**src/rtl/seven_seg_if.sv**
```systemverilog
// Display-side bundle between a data producer and the seven-segment scan driver.
// The producer owns the load strobe and display data; the driver owns the pin-level outputs.
interface seven_seg_if #(
    parameter int unsigned NUM_DIGITS = 8,
    parameter int unsigned BRIGHT_W   = 4
);
    logic                      load;
    logic [4*NUM_DIGITS-1:0]   digits_in;
    logic [NUM_DIGITS-1:0]     dp_in;
    logic [NUM_DIGITS-1:0]     blank_in;
    logic                      lz_en;
    logic [BRIGHT_W-1:0]       brightness;
    logic [6:0]                seg;
    logic                      dp;
    logic [NUM_DIGITS-1:0]     an;
    logic                      frame_start;
    logic                      upd_pending;

    modport master (
        output load, digits_in, dp_in, blank_in, lz_en, brightness,
        input  seg, dp, an, frame_start, upd_pending
    );

    modport slave (
        input  load, digits_in, dp_in, blank_in, lz_en, brightness,
        output seg, dp, an, frame_start, upd_pending
    );
endinterface

```
**src/rtl/seven_seg_scan_driver.sv**
```systemverilog
// Multiplexed N-digit seven-segment driver: hex decode, blanking, leading-zero suppression,
// PWM brightness and a shadow/active buffer pair swapped only at frame wrap.
module seven_seg_scan_driver #(
    parameter int unsigned NUM_DIGITS  = 8,
    parameter int unsigned REFRESH_DIV = 100000,
    parameter int unsigned BRIGHT_W    = 4,
    parameter bit          ACTIVE_LOW  = 1'b1
) (
    input  logic         clk,
    input  logic         rst,
    seven_seg_if.slave   bus
);
    localparam int unsigned SLOT_W = (REFRESH_DIV > 1) ? $clog2(REFRESH_DIV) : 1;
    localparam int unsigned IDX_W  = (NUM_DIGITS > 1) ? $clog2(NUM_DIGITS) : 1;
    localparam int unsigned NIB_W  = 4 * NUM_DIGITS;
    localparam logic [SLOT_W-1:0]   SLOT_LAST = SLOT_W'(REFRESH_DIV - 1);
    localparam logic [IDX_W-1:0]    IDX_LAST  = IDX_W'(NUM_DIGITS - 1);
    localparam logic [BRIGHT_W-1:0] PWM_LAST  = BRIGHT_W'((1 << BRIGHT_W) - 2);

    // Scan position
    logic [SLOT_W-1:0]   slot_q, slot_d;
    logic [IDX_W-1:0]    idx_q, idx_d;
    logic [BRIGHT_W-1:0] pwm_q, pwm_d;
    logic                slot_last, frame_wrap;

    // Double buffer
    logic                pending_q, pending_d;
    logic [NIB_W-1:0]      sh_digits_q, act_digits_q;
    logic [NUM_DIGITS-1:0] sh_dp_q, act_dp_q;
    logic [NUM_DIGITS-1:0] sh_blank_q, act_blank_q;
    logic                  sh_lz_q, act_lz_q;

    // Registered pin outputs
    logic [6:0]            seg_q;
    logic                  dp_q;
    logic [NUM_DIGITS-1:0] an_q;
    logic                  fs_q;

    // Decode intermediates
    logic [NUM_DIGITS-1:0] lz_sup, dark;
    logic                  zero_run;
    logic [3:0]            cur_nib;
    logic                  cur_dark, cur_dp, lit;
    logic [6:0]            seg_c;
    logic                  dp_c, fs_c;
    logic [NUM_DIGITS-1:0] an_c;

    function automatic logic [6:0] hex_glyph(input logic [3:0] nib);
        case (nib)
            4'h0:    hex_glyph = 7'b0111111;
            4'h1:    hex_glyph = 7'b0000110;
            4'h2:    hex_glyph = 7'b1011011;
            4'h3:    hex_glyph = 7'b1001111;
            4'h4:    hex_glyph = 7'b1100110;
            4'h5:    hex_glyph = 7'b1101101;
            4'h6:    hex_glyph = 7'b1111101;
            4'h7:    hex_glyph = 7'b0000111;
            4'h8:    hex_glyph = 7'b1111111;
            4'h9:    hex_glyph = 7'b1101111;
            4'hA:    hex_glyph = 7'b1110111;
            4'hB:    hex_glyph = 7'b1111100;
            4'hC:    hex_glyph = 7'b0111001;
            4'hD:    hex_glyph = 7'b1011110;
            4'hE:    hex_glyph = 7'b1111001;
            default: hex_glyph = 7'b1110001;
        endcase
    endfunction

    // Next scan position and pending flag; a load in the wrap cycle keeps pending set
    always_comb begin : next_state
        slot_last  = (slot_q == SLOT_LAST);
        frame_wrap = slot_last && (idx_q == IDX_LAST);
        slot_d     = slot_last ? '0 : slot_q + SLOT_W'(1);
        idx_d      = idx_q;
        if (slot_last) begin
            idx_d = (idx_q == IDX_LAST) ? '0 : idx_q + IDX_W'(1);
        end
        pwm_d     = (slot_last || (pwm_q == PWM_LAST)) ? '0 : pwm_q + BRIGHT_W'(1);
        pending_d = pending_q;
        if (bus.load) begin
            pending_d = 1'b1;
        end else if (frame_wrap) begin
            pending_d = 1'b0;
        end
    end

    // Digit darkening, glyph selection and PWM-gated anode for the current slot
    always_comb begin : decode
        zero_run = act_lz_q;
        lz_sup   = '0;
        for (int i = NUM_DIGITS - 1; i >= 0; i--) begin
            zero_run = zero_run && (act_digits_q[4*i +: 4] == 4'h0) && !act_dp_q[i];
            if (i != 0) begin
                lz_sup[i] = zero_run;
            end
        end
        dark     = act_blank_q | lz_sup;
        cur_nib  = 4'h0;
        cur_dark = 1'b1;
        cur_dp   = 1'b0;
        for (int i = 0; i < NUM_DIGITS; i++) begin
            if (idx_q == IDX_W'(i)) begin
                cur_nib  = act_digits_q[4*i +: 4];
                cur_dark = dark[i];
                cur_dp   = act_dp_q[i];
            end
        end
        lit   = !cur_dark && (pwm_q < bus.brightness);
        seg_c = cur_dark ? 7'h00 : hex_glyph(cur_nib);
        dp_c  = !cur_dark && cur_dp;
        an_c  = '0;
        for (int i = 0; i < NUM_DIGITS; i++) begin
            an_c[i] = lit && (idx_q == IDX_W'(i));
        end
        fs_c = (idx_q == '0) && (slot_q == '0);
    end

    always_ff @(posedge clk) begin : state_regs
        if (rst) begin
            slot_q       <= '0;
            idx_q        <= '0;
            pwm_q        <= '0;
            pending_q    <= 1'b0;
            sh_digits_q  <= '0;
            sh_dp_q      <= '0;
            sh_blank_q   <= '1;
            sh_lz_q      <= 1'b0;
            act_digits_q <= '0;
            act_dp_q     <= '0;
            act_blank_q  <= '1;
            act_lz_q     <= 1'b0;
        end else begin
            slot_q    <= slot_d;
            idx_q     <= idx_d;
            pwm_q     <= pwm_d;
            pending_q <= pending_d;
            if (frame_wrap && pending_q) begin
                act_digits_q <= sh_digits_q;
                act_dp_q     <= sh_dp_q;
                act_blank_q  <= sh_blank_q;
                act_lz_q     <= sh_lz_q;
            end
            if (bus.load) begin
                sh_digits_q <= bus.digits_in;
                sh_dp_q     <= bus.dp_in;
                sh_blank_q  <= bus.blank_in;
                sh_lz_q     <= bus.lz_en;
            end
        end
    end

    // Pin registers; polarity applied here so the decode stays active-high
    always_ff @(posedge clk) begin : out_regs
        if (rst) begin
            seg_q <= {7{ACTIVE_LOW}};
            dp_q  <= ACTIVE_LOW;
            an_q  <= {NUM_DIGITS{ACTIVE_LOW}};
            fs_q  <= 1'b0;
        end else begin
            seg_q <= seg_c ^ {7{ACTIVE_LOW}};
            dp_q  <= dp_c ^ ACTIVE_LOW;
            an_q  <= an_c ^ {NUM_DIGITS{ACTIVE_LOW}};
            fs_q  <= fs_c;
        end
    end

    assign bus.seg         = seg_q;
    assign bus.dp          = dp_q;
    assign bus.an          = an_q;
    assign bus.frame_start = fs_q;
    assign bus.upd_pending = pending_q;
endmodule

```
**src/flat_wrapper.sv**
```systemverilog
// flat-port wrapper written by rule: the top's interface ports become plain ports
module seven_seg_scan_driver_flat 
#(
    parameter int unsigned NUM_DIGITS  = 8,
    parameter int unsigned REFRESH_DIV = 100000,
    parameter int unsigned BRIGHT_W    = 4,
    parameter bit          ACTIVE_LOW  = 1'b1
)
  (clk, rst, bus_load, bus_digits_in, bus_dp_in, bus_blank_in, bus_lz_en, bus_brightness, bus_seg, bus_dp, bus_an, bus_frame_start, bus_upd_pending);
  seven_seg_if #(.NUM_DIGITS(NUM_DIGITS), .BRIGHT_W(BRIGHT_W)) bus_i ();
  input  logic clk;
  input  logic rst;
  input wire logic [$bits(bus_i.load)-1:0] bus_load;
  input wire logic [$bits(bus_i.digits_in)-1:0] bus_digits_in;
  input wire logic [$bits(bus_i.dp_in)-1:0] bus_dp_in;
  input wire logic [$bits(bus_i.blank_in)-1:0] bus_blank_in;
  input wire logic [$bits(bus_i.lz_en)-1:0] bus_lz_en;
  input wire logic [$bits(bus_i.brightness)-1:0] bus_brightness;
  output wire logic [$bits(bus_i.seg)-1:0] bus_seg;
  output wire logic [$bits(bus_i.dp)-1:0] bus_dp;
  output wire logic [$bits(bus_i.an)-1:0] bus_an;
  output wire logic [$bits(bus_i.frame_start)-1:0] bus_frame_start;
  output wire logic [$bits(bus_i.upd_pending)-1:0] bus_upd_pending;
  assign bus_i.load = bus_load;
  assign bus_i.digits_in = bus_digits_in;
  assign bus_i.dp_in = bus_dp_in;
  assign bus_i.blank_in = bus_blank_in;
  assign bus_i.lz_en = bus_lz_en;
  assign bus_i.brightness = bus_brightness;
  assign bus_seg = bus_i.seg;
  assign bus_dp = bus_i.dp;
  assign bus_an = bus_i.an;
  assign bus_frame_start = bus_i.frame_start;
  assign bus_upd_pending = bus_i.upd_pending;
  seven_seg_scan_driver #(.NUM_DIGITS(NUM_DIGITS), .REFRESH_DIV(REFRESH_DIV), .BRIGHT_W(BRIGHT_W), .ACTIVE_LOW(ACTIVE_LOW)) u_core (.clk(clk), .rst(rst), .bus(bus_i));
endmodule
```
**config.mk**
```make
export PLATFORM = sky130hd
export DESIGN_NAME = seven_seg_scan_driver_flat
export DESIGN_NICKNAME = d
export VERILOG_FILES = /design/src/rtl/seven_seg_if.sv /design/src/rtl/seven_seg_scan_driver.sv /design/src/flat_wrapper.sv
export SDC_FILE = /design/constraint.sdc
export NUM_CORES = 1
export LEC_CHECK = 0
export BUFFER_PORTS_ARGS = -buffer_cell sky130_fd_sc_hd__clkbuf_2
export CELL_PAD_IN_SITES_DETAIL_PLACEMENT = 1
export CELL_PAD_IN_SITES_GLOBAL_PLACEMENT = 1
export CORE_MARGIN = 4
export CORE_UTILIZATION = 39
export DETAILED_ROUTE_END_ITERATION = 12
export PLACE_DENSITY_LB_ADDON = 0.3
export SLEW_MARGIN = 20
export SYNTH_ARGS = -nofsm -noshare
export SYNTH_HDL_FRONTEND = slang
export SYNTH_SLANG_ARGS = --single-unit
```
**constraint.sdc**
```tcl
create_clock -name clk -period 2.75 [get_ports clk]
set_input_delay 0.275 -clock clk [delete_from_list [all_inputs] [get_ports clk]]
set_output_delay 0.275 -clock clk [all_outputs]
set_load 0.01 [all_outputs]
```
==> out/metrics.yaml, run 1 <==
wl_per_cell_microns: 16.9
clock-root-buffer: "clkbuf_16"
antenna_found_initial: 0
async_flop_share_pct: 0
ctsHoldBuffers: 0
syn_area_sq_um: 6020
cts_buffer_depth: 2
run_status: "finished clean"
ys_seq_area_share_pct: 46.5
drive_above_1_share_pct: 19.8
numCtsBuffers: 17
finalMaxSlewViolations: 0
synthCells: 704
p_per_area_nw_per_um2: 672
clkSinkCount: 140
yosys.area_share.xor_xnor_pct: 2.18
period_needed_ns: 2.66
power.leakage_nw: 2.99
synth_top_family_by_area: "simple AND/OR/NAND/NOR gates"
vias_per_cell: 5.29
first_iter_violations: 165
skew_ns: 0.00919
route.detailed.drc: 0
nets: 849
synth_area_per_cell_sq_um: 8.56
p_int_mw: 3.92
pwr-share-seq_pct: 43.0
grt_pass1_wl_mm: 27.4
tightest_slew_ns: 0.618
maxSlewHeadroom_pct: 58.8
crit_path_max_fanout: 15
min_path_type: "input port to flip-flop"
synthAdderAreaFrac_pct: 3.95
power.clock.fraction_pct: 52.8
crit_type: "flip-flop to flip-flop"
synth-edff-count: 0
power.total_mw: 4.93
start_util_pct: 39.8
post_cts_buffers: 0
wl_mm: 16.5
drv_cap: 0
p_switching_mw: 1.01
clk_pin_slew_ns: 0.06
hold_ws_ns: 0.0634
clk_latency_ns: 0.42
via_count: 5161
syn_nets: 779
synth-compound-area-share_pct: 12.4
swShare_pct: 20.4
grt_pass1_vias: 5541
cts_tree: "yes"
antennaDiodeCount: 0
gr-total-overflow: 0
critPathArrivalTime_ns: 2.92
clock.fmax_mhz: 376
port_buffers: 73
synth-main-ff-cell: "dfxtp_1"
firstDrtPassIters: 4
ys_warn_count: 0
synthMuxAreaShare_pct: 7.33
dp.final_hpwl_mm: 11.7
peakVddDrop_v: 0.000441
required_ns: 3.01
io_pins: 74
coreArea_sq_um: 15100
die-width_microns: 132
period_share_pct: 96.6
place_congestion: 0.866
ys_types: 60
hold_violations: 0
critPathLaunchType: "flip-flop"
grt_usage_pct: 19.2
setup_viol: 0
syn_to_final_growth_pct: 21.7
cp-end-kind: "flip-flop"
synthSimpleGateAreaFrac_pct: 22.7
die_area_sq_um: 17500
comb_power_share_pct: 4.2
ys_ff_latch: 140
grt_max_degree: 62
std_cell_rows: 45
htree_levels: 4
dieHeight_microns: 132
ant_nets: 0
## cell usage after synthesis, types with 4 or more instances
cell / instances / share of area [%]
xnor2_1: 4 / 0.58
nand3b_1: 11 / 1.4
buf_4: 4 / 0.50
nor4_1: 5 / 0.52
nor3_1: 8 / 0.66
mux2i_1: 43 / 7.1
nand2b_1: 8 / 0.83
clkbuf_1: 31 / 1.9
o221ai_1: 4 / 0.58
buf_2: 5 / 0.42
inv_1: 22 / 1.4
dfxtp_1: 140 / 47
o21ai_0: 10 / 0.83
nand2_1: 131 / 8.2
nor2b_1: 14 / 1.5
ha_1: 19 / 3.9
nand4_1: 11 / 1.1
nand3_1: 13 / 1.1
a211o_1: 8 / 1.2
a21oi_1: 61 / 5.1
a31oi_1: 5 / 0.52
xor2_1: 11 / 1.6
nor2_1: 83 / 5.2
a2111oi_0: 5 / 0.73
## worst max-delay path, stage by stage (launching register included)
cell	delay (ns)
dfxtp_1	0.41
inv_2	0.10
ha_4	0.20
buf_4	0.16
a2111oi_1	0.48
o22ai_1	0.15
a21o_1	0.39
nor2b_1	0.24
o21ai_0	0.24
nand4_1	0.13
## cell usage in the layout (no fill, tap or decap), types with 8 or more instances in the layout
master / instances
nor2_1: 81
nand3b_1: 11
nand3_1: 13
nand4_1: 11
a21oi_1: 60
mux2i_1: 43
clkbuf_2: 71
nand2b_1: 8
nor3_1: 8
nand2_1: 130
xor2_1: 11
ha_1: 15
inv_1: 18
nor2b_1: 14
clkbuf_16: 17
a211o_1: 8
buf_4: 22
dfxtp_1: 139
o21ai_0: 10
## layer usage
metal	track usage (%)	vias up	share of wire, %
li1	-	2535	-
met1	23.1	2510	45
met2	33.2	87	49
met3	4.27	29	2.9
met4	7.91	0	2.8
met5	0	-	0
## sequential cells by signal (all words and copies together) (netlist names)
| signal | flops |
|---|---|
| u_core.act_lz_q | 1 |
| u_core.act_blank_q | 8 |
| u_core.slot_q | 17 |
| u_core.bus.frame_start | 1 |
| u_core.bus.dp | 1 |
| u_core.bus.upd_pending | 1 |
| u_core.sh_dp_q | 8 |
| u_core.bus.an | 8 |
| u_core.sh_digits_q | 32 |
| u_core.sh_lz_q | 1 |
| u_core.act_dp_q | 8 |
| u_core.act_digits_q | 32 |
| u_core.sh_blank_q | 8 |
| u_core.pwm_q | 4 |
| u_core.idx_q | 3 |
| u_core.bus.seg | 7 |
## through the flow
step                instances  utilization [%]  setup TNS [ns]  setup slack, ns  area [sq um]
finish                    975             48.4               0           0.0926          7330
global route              975             48.4        -0.00104         -0.00104          7330
CTS                       975             48.1               0           0.0179          7280
detailed placement        943             43.4          -0.731           -0.206          6580
global placement          943             43.4          -0.268           -0.159          6580
floorplan                 704                -               0         0.000707          6020
## power groups by stage
stage	sequential [mW]	clock (mW)	combinational, mW
detailed placement	2.16	0	0.212
global placement	2.16	0	0.198
floorplan	2.15	0	0.132
CTS	2.12	2.66	0.214
finish	2.12	2.60	0.209
global route	2.12	2.76	0.238
## cell type report
type,instances,area (sq um)
Fill cell,1797,7810
Clock buffer,24,502
Inverter,22,82.6
Multi-Input combinational cell,497,2990
Sequential cell,140,2800
Tap cell,188,235
Timing Repair Buffer,96,542
Clock inverter,8,176
## timing repair
item                                    CTS  global route
endpoints found under the setup margin    7             7
resized for setup                        10            16
pin swaps                                 0             3
## worst paths after layout
check | start | cells past startpoint | to | slack, ns
setup / recovery | u_core.idx_q[1] | 9 | u_core.bus.seg[0] | 0.09
hold / removal | bus_blank_in[7] | 2 | u_core.sh_blank_q[7] | 0.06
setup reg to reg | u_core.idx_q[1] | 9 | u_core.bus.seg[0] | 0.09
hold reg to reg | u_core.sh_digits_q[26] | 2 | u_core.act_digits_q[26] | 0.46
## cells by family (layout without fill, tap and decap cells)
group           count (synthesis)  in the layout
fa+ha+maj                      19             19
simple gates                  300            300
mux                            44             44
buf+inv                        67            150
compound gates                119            119
xor+xnor                       15             15
flops                         140            140
(Power assumes the default switching activity.)
==> run 2, diff against run 1 <==
- ABC_CLOCK_PERIOD_IN_PS: default -> 3400
- CORE_UTILIZATION: 39 -> 40
- CTS_BUF_LIST: default -> sky130_fd_sc_hd__clkbuf_8
- clock period: 2.75 -> 3.4 ns (I/O delays scaled with it)
==> run 2 against run 1 <==
Sequential share of layout area up 1.9 points; register-to-register slack gained 0.17 ns; final cell count down 1.2%; setup slack better by 0.17 ns; die area decreased by 2.4%; clock-buffer cell count down 6; sequential power down 19%; largest cell class unchanged; total power fell by 30%; global-route usage grew 0.43 points; combinational power shrank 21%; wire length down 2.8%; final area fell by 4.8%.
==> out/metrics.yaml, run 2 (same netlist as run 1, synthesis figures left out) <==
setup_viol: 0  # unchanged
required_ns: 3.75  # +0.74 ns
peakVddDrop_v: 0.000297  # -33%
ant_nets: 0  # unchanged
crit_path_max_fanout: 13  # -2
via_count: 5090  # -1.4%
p_per_area_nw_per_um2: 492  # -27%
critPathArrivalTime_ns: 3.49  # +0.57 ns
min_path_type: "input port to flip-flop"
antennaDiodeCount: 0  # unchanged
r2r_setup_slack_ns: 0.26  # +0.17 ns
die-width_microns: 131  # -1.2%
tightest_slew_ns: 0.773  # +0.155 ns
antenna_found_initial: 0  # unchanged
drive_above_1_share_pct: 16.8  # -3.0 points
finalWorstSetupSlack_ns: 0.263  # +0.170 ns
drv_cap: 0  # unchanged
dieHeight_microns: 131  # -1.2%
clkSinkCount: 140  # unchanged
gr-total-overflow: 0  # unchanged
htree_levels: 4  # unchanged
crit_type: "flip-flop to flip-flop"
clock.fmax_mhz: 319  # -15%
pwr-share-seq_pct: 49.8  # +6.8 points
route.detailed.drc: 0  # unchanged
grt_pass1_vias: 5421  # -2.2%
run_status: "finished clean"
clock-root-buffer: "clkbuf_8"
syn_to_final_growth_pct: 15.9
dp_slack_ns: 0.303  # +0.509 ns
layout_commonest_cell: "dfxtp_1"
grt_usage_pct: 19.7  # +0.43 points
power.clock.fraction_pct: 45.3  # -7.5 points
grt_pass1_wl_mm: 26.3  # -4.0%
hold_violations: 0  # unchanged
period_share_pct: 92.3  # -4.4 points
cts_buffer_depth: 2  # unchanged
coreArea_sq_um: 14600  # -3.3%
grt_max_degree: 67  # +8.1%
vias_per_cell: 5.29  # -0.15%
first_iter_violations: 188  # +14%
min_delay_path_depth: 2  # unchanged
firstDrtPassIters: 4  # unchanged
die_area_sq_um: 17100  # -2.4%
maxSlewHeadroom_pct: 48.5  # -10 points
swShare_pct: 22.6  # +2.2 points
power.leakage_nw: 2.85  # -4.8%
p_switching_mw: 0.776  # -23%
numCtsBuffers: 17  # unchanged
rsz0062_at_grt: "no"
ctsHoldBuffers: 0  # unchanged
start_util_pct: 41.1  # +1.4 points
cp-end-kind: "flip-flop"
clk_pin_slew_ns: 0.08  # +0.02 ns
post_cts_buffers: 0  # unchanged
place_congestion: 0.848  # -2.1%
p_int_mw: 2.66  # -32%
cts_tree: "yes"
fin_tns_setup_ns: 0  # unchanged
critPathLaunchType: "flip-flop"
dp.final_hpwl_mm: 11.7  # -0.21%
nets: 841  # -0.94%
std_cell_rows: 44  # -2.2%
path_cells: "inv_1 > ha_1 > nand3b_1 > a2111oi_0 > o22ai_1 > a21oi_1 > inv_1 > ha_1 > nor2_1 > a211oi_1 > o21ai_0"
wl_mm: 16.0  # -2.8%
power.total_mw: 3.43  # -30%
clk_latency_ns: 0.47  # +0.05 ns
top_regs: "u_core.act_digits_q: 32 flops, u_core.sh_digits_q: 32 flops, u_core.slot_q: 17 flops"
finalMaxSlewViolations: 0  # unchanged
comb_power_share_pct: 4.8  # +0.6 points
critPathMaxStageDelay_ns: 0.45  # -0.03 ns
ctsResizeCount: 0  # -10
port_buffers: 73  # unchanged
period_needed_ns: 3.14  # +0.480 ns
wl_per_cell_microns: 16.6  # -1.6%
skew_ns: 0.0141  # +0.00489 ns
final_cell_mix: "140 x dfxtp_1, 131 x nand2_1, 83 x nor2_1, 71 x clkbuf_2, 61 x a21oi_1"
cp_slowest_cell: "ha_1"
r2r_cells: 11  # +2
io_pins: 74  # unchanged
## run 2: changes by cell type in the layout (fill, tap and decap cells not counted), moves of 3 or more
cell,before,now
inv_2,4,0
clkinv_2,0,3
clkbuf_8,5,18
inv_1,18,22
a2111oi_2,3,0
a2111oi_0,1,5
clkbuf_16,17,0
buf_4,22,15
clkinv_4,1,5
ha_1,15,19
## run 2: per-stage QoR
step / instance area, sq um / cells / util (%) / hold slack [ns]
global route: 6980 / 963 / 47.7 / 0.0778
floorplan: 6020 / 704 / - / 0.429
CTS: 6980 / 963 / 47.7 / 0.0516
detailed placement: 6520 / 931 / 44.5 / 0.453
finish: 6980 / 963 / 47.7 / 0.0805
global placement: 6520 / 931 / 44.5 / 0.443
## run 2: area by class of cell
| cell class | instances | area [sq um] |
|---|---|---|
| multi-input cells | 497 | 2920 |
| clock buffers | 18 | 248 |
| fillers | 1747 | 7660 |
| repair buffers | 88 | 478 |
| well taps | 184 | 230 |
| flip-flops and latches | 140 | 2800 |
| clock inverters | 14 | 218 |
| inverters | 22 | 82.6 |
## run 2: power by group through the flow
stage	logic [mW]	clock network (mW)	registers, mW
floorplan	0.107	0	1.74
global placement	0.158	0	1.75
detailed placement	0.169	0	1.75
CTS	0.170	1.60	1.71
global route	0.187	1.66	1.72
finish	0.166	1.56	1.71
## run 2: final timing paths
kind / start / to
setup reg to reg: u_core.idx_q[0] / u_core.bus.seg[3]
hold / removal: bus_blank_in[6] / u_core.sh_blank_q[6]
setup / recovery: u_core.idx_q[0] / u_core.bus.seg[3]
hold reg to reg: u_core.sh_lz_q / u_core.act_lz_q
## run 2: worst max-delay path, delay by kind of cell (launching register included)
kind                     cells  cell delay (ns)
flip-flops                   1             0.36
adder cells (fa/ha/maj)      2             0.80
buffers and inverters        2             0.30
AND/OR/NAND/NOR              2             0.22
AO/OA/AOI/OAI                5             1.33
## run 2: routing by layer
metal  GRT usage, %  share of wire (%)  vias to the layer above  wire length, microns
met3           3.58                2.8                       23                   453
met2           34.5                 50                       75                  8010
li1               -                  -                     2514                     -
met1           23.5                 45                     2478                  7280
met5              0                  0                        -                     0
met4           8.41                1.7                        0                   274
==> run 3, diff against run 2 <==
- CORE_MARGIN: 4 -> 5
==> run 3 against run 2 <==
Sequential share of layout area rose by 0.39 points; combinational power barely moved; sequential cell count did not move; global-route usage fell by 1.3 points; clock-buffer cell count did not move; sequential power barely moved; clock power fell by 15%; critical path type unchanged; highest routed layer unchanged.
==> out/metrics.yaml, run 3 (same netlist as run 1, synthesis figures left out) <==
die-width_microns: 133  # +1.5%
power.clock.fraction_pct: 41.4  # -3.9 points
worst_r2r_startpoint: "u_core.idx_q[0]"
grt_max_degree: 73  # +9.0%
crit_type: "flip-flop to flip-flop"
std_cell_rows: 44  # unchanged
io_pins: 74  # unchanged
min_delay_path_depth: 2  # unchanged
power.leakage_nw: 2.80  # -1.5%
register_area_sq_um: 2800  # unchanged
cts_buffer_depth: 2  # unchanged
peakVddDrop_v: 0.000296  # -0.28%
start_util_pct: 41.1  # unchanged
critPathLaunch: "u_core.idx_q[0]"
drive_above_1_share_pct: 16.7  # -0.11 points
rsz0062_at_grt: "no"
setup_viol: 0  # unchanged
crit_path_max_fanout: 8  # -5
clock-root-buffer: "clkbuf_8"
clkSinkCount: 140  # unchanged
comb_power_share_pct: 5.2  # +0.4 points
period_needed_ns: 3.08  # -0.0533 ns
drv_cap: 0  # unchanged
cp_slowest_cell: "a2111oi_0"
period_share_pct: 90.7  # -1.6 points
finalMaxSlewViolations: 0  # unchanged
hold_violations: 0  # unchanged
worstReg2RegEnd: "u_core.bus.seg[6]"
die_area_sq_um: 17600  # +3.1%
syn_to_final_growth_pct: 14.8
clk_latency_ns: 0.45  # -0.02 ns
critPathArrivalTime_ns: 3.39  # -0.10 ns
r2r_cells: 13  # +2
via_count: 5077  # -0.26%
multiInputGateArea_sq_um: 2920  # unchanged
layout_commonest_cell: "dfxtp_1"
p_switching_mw: 0.774  # -0.22%
tightest_slew_ns: 0.714  # -0.0586 ns
min_from: "bus_blank_in[6]"
grt_pass1_vias: 5413  # -0.15%
antenna_found_initial: 0  # unchanged
place_congestion: 0.849  # +0.14%
grt_pass1_wl_mm: 26.5  # +0.52%
wl_per_cell_microns: 16.4  # -1.2%
dp_slack_ns: 0.381  # +0.0772 ns
dp.final_hpwl_mm: 11.6  # -0.55%
r2r_setup_slack_ns: 0.32  # +0.05 ns
nets: 840  # -0.12%
ctsResizeCount: 0  # unchanged
ctsHoldBuffers: 0  # unchanged
path_common_cell: "inv_1"
required_ns: 3.70  # -0.05 ns
grt_usage_pct: 18.4  # -1.3 points
first_iter_violations: 237  # +26%
path_cells: "inv_1 > ha_1 > nand2_1 > nor2_1 > a2111oi_0 > o22a_1 > o221a_2 > inv_1 > ha_1 > inv_1 > nor2_1 > a21oi_1 > o221ai_1"
fin_tns_setup_ns: 0  # unchanged
cp-end-kind: "flip-flop"
cts_tree: "yes"
antennaDiodeCount: 0  # unchanged
power.total_mw: 3.21  # -6.6%
run_status: "finished clean"
port_buffers: 73  # unchanged
dpl-instance-area_sq_um: 6520  # about the same
ant_nets: 0  # unchanged
post_cts_buffers: 0  # unchanged
htree_levels: 4  # unchanged
firstDrtPassIters: 4  # unchanged
hold_end: "u_core.sh_blank_q[6]"
finalWorstSetupSlack_ns: 0.316  # +0.0533 ns
route.detailed.drc: 0  # unchanged
pwr-share-seq_pct: 53.3  # +3.5 points
top_regs: "u_core.act_digits_q: 32 flops, u_core.sh_digits_q: 32 flops, u_core.slot_q: 17 flops"
skew_ns: 0.0120  # -0.00207 ns
swShare_pct: 24.1  # +1.5 points
coreArea_sq_um: 14600  # unchanged
gr-total-overflow: 0  # unchanged
critPathLaunchType: "flip-flop"
final_cell_mix: "140 x dfxtp_1, 131 x nand2_1, 83 x nor2_1, 71 x clkbuf_2, 61 x a21oi_1"
p_int_mw: 2.43  # -8.4%
clock.fmax_mhz: 324  # +1.7%
nFillCells: 1748  # +0.057%
wl_mm: 15.8  # -1.3%
p_per_area_nw_per_um2: 464  # -5.7%
fin_area_sq_um: 6910  # -0.95%
critPathMaxStageDelay_ns: 0.66  # +0.21 ns
maxSlewHeadroom_pct: 51.1  # +2.7 points
vias_per_cell: 5.28  # -0.15%
numCtsBuffers: 17  # unchanged
min_path_type: "input port to flip-flop"
clk_pin_slew_ns: 0.08  # about the same
dieHeight_microns: 133  # +1.5%
-- run 3: cell count changes in the layout (fill, tap and decap cells not counted), sizes merged --
cell      before  now
buf           17   16
bufinv         5    2
clkinvlp       0    3
-- run 3: critical path: cells and delay by family, from the launching register on --
family	cells	cell delay [ns]
flops	1	0.41
fa+ha+maj	2	0.56
buf+inv	3	0.29
compound gates	5	1.49
simple gates	3	0.20
-- run 3: power groups by stage --
stage	sequential, mW	clock (mW)	combinational, mW
floorplan	1.74	0	0.107
global placement	1.75	0	0.160
detailed placement	1.75	0	0.171
CTS	1.71	1.37	0.172
global route	1.72	1.45	0.188
finish	1.71	1.33	0.167
-- run 3: metal layers --
| layer | GRT usage, % | up-vias | wire (microns) |
|---|---|---|---|
| met5 | 0 | - | 0 |
| met4 | 5.20 | 0 | 213 |
| met3 | 4.67 | 20 | 405 |
| met2 | 32.3 | 67 | 7860 |
| met1 | 22.2 | 2476 | 7330 |
| li1 | - | 2514 | - |
-- run 3: per-stage QoR --
step | instances | utilization (%) | hold WS [ns]
after global placement | 930 | 44.5 | 0.447
after global routing | 962 | 47.2 | 0.0624
final | 962 | 47.2 | 0.0972
after CTS | 962 | 47.2 | 0.0687
after detailed placement | 930 | 44.5 | 0.454
after floorplan | 704 | - | 0.429
-- run 3: layout make-up --
class,instances,area share (%)
Clock buffer,18,3.58
Inverter,22,1.19
Tap cell,184,3.33
Sequential cell,140,40.5
Timing Repair Buffer,87,6.99
Multi-Input combinational cell,497,42.3
Clock inverter,14,2.12
-- run 3: how the worst max path moves through the flow --
stage	to	slack, ns
after floorplan	u_core.bus.seg[3]	0.65
after global placement	u_core.bus.seg[3]	0.54
after detailed placement	u_core.bus.seg[6]	0.38
after CTS	u_core.bus.seg[6]	0.35
after global routing	u_core.bus.seg[3]	0.16
final	u_core.bus.seg[6]	0.32
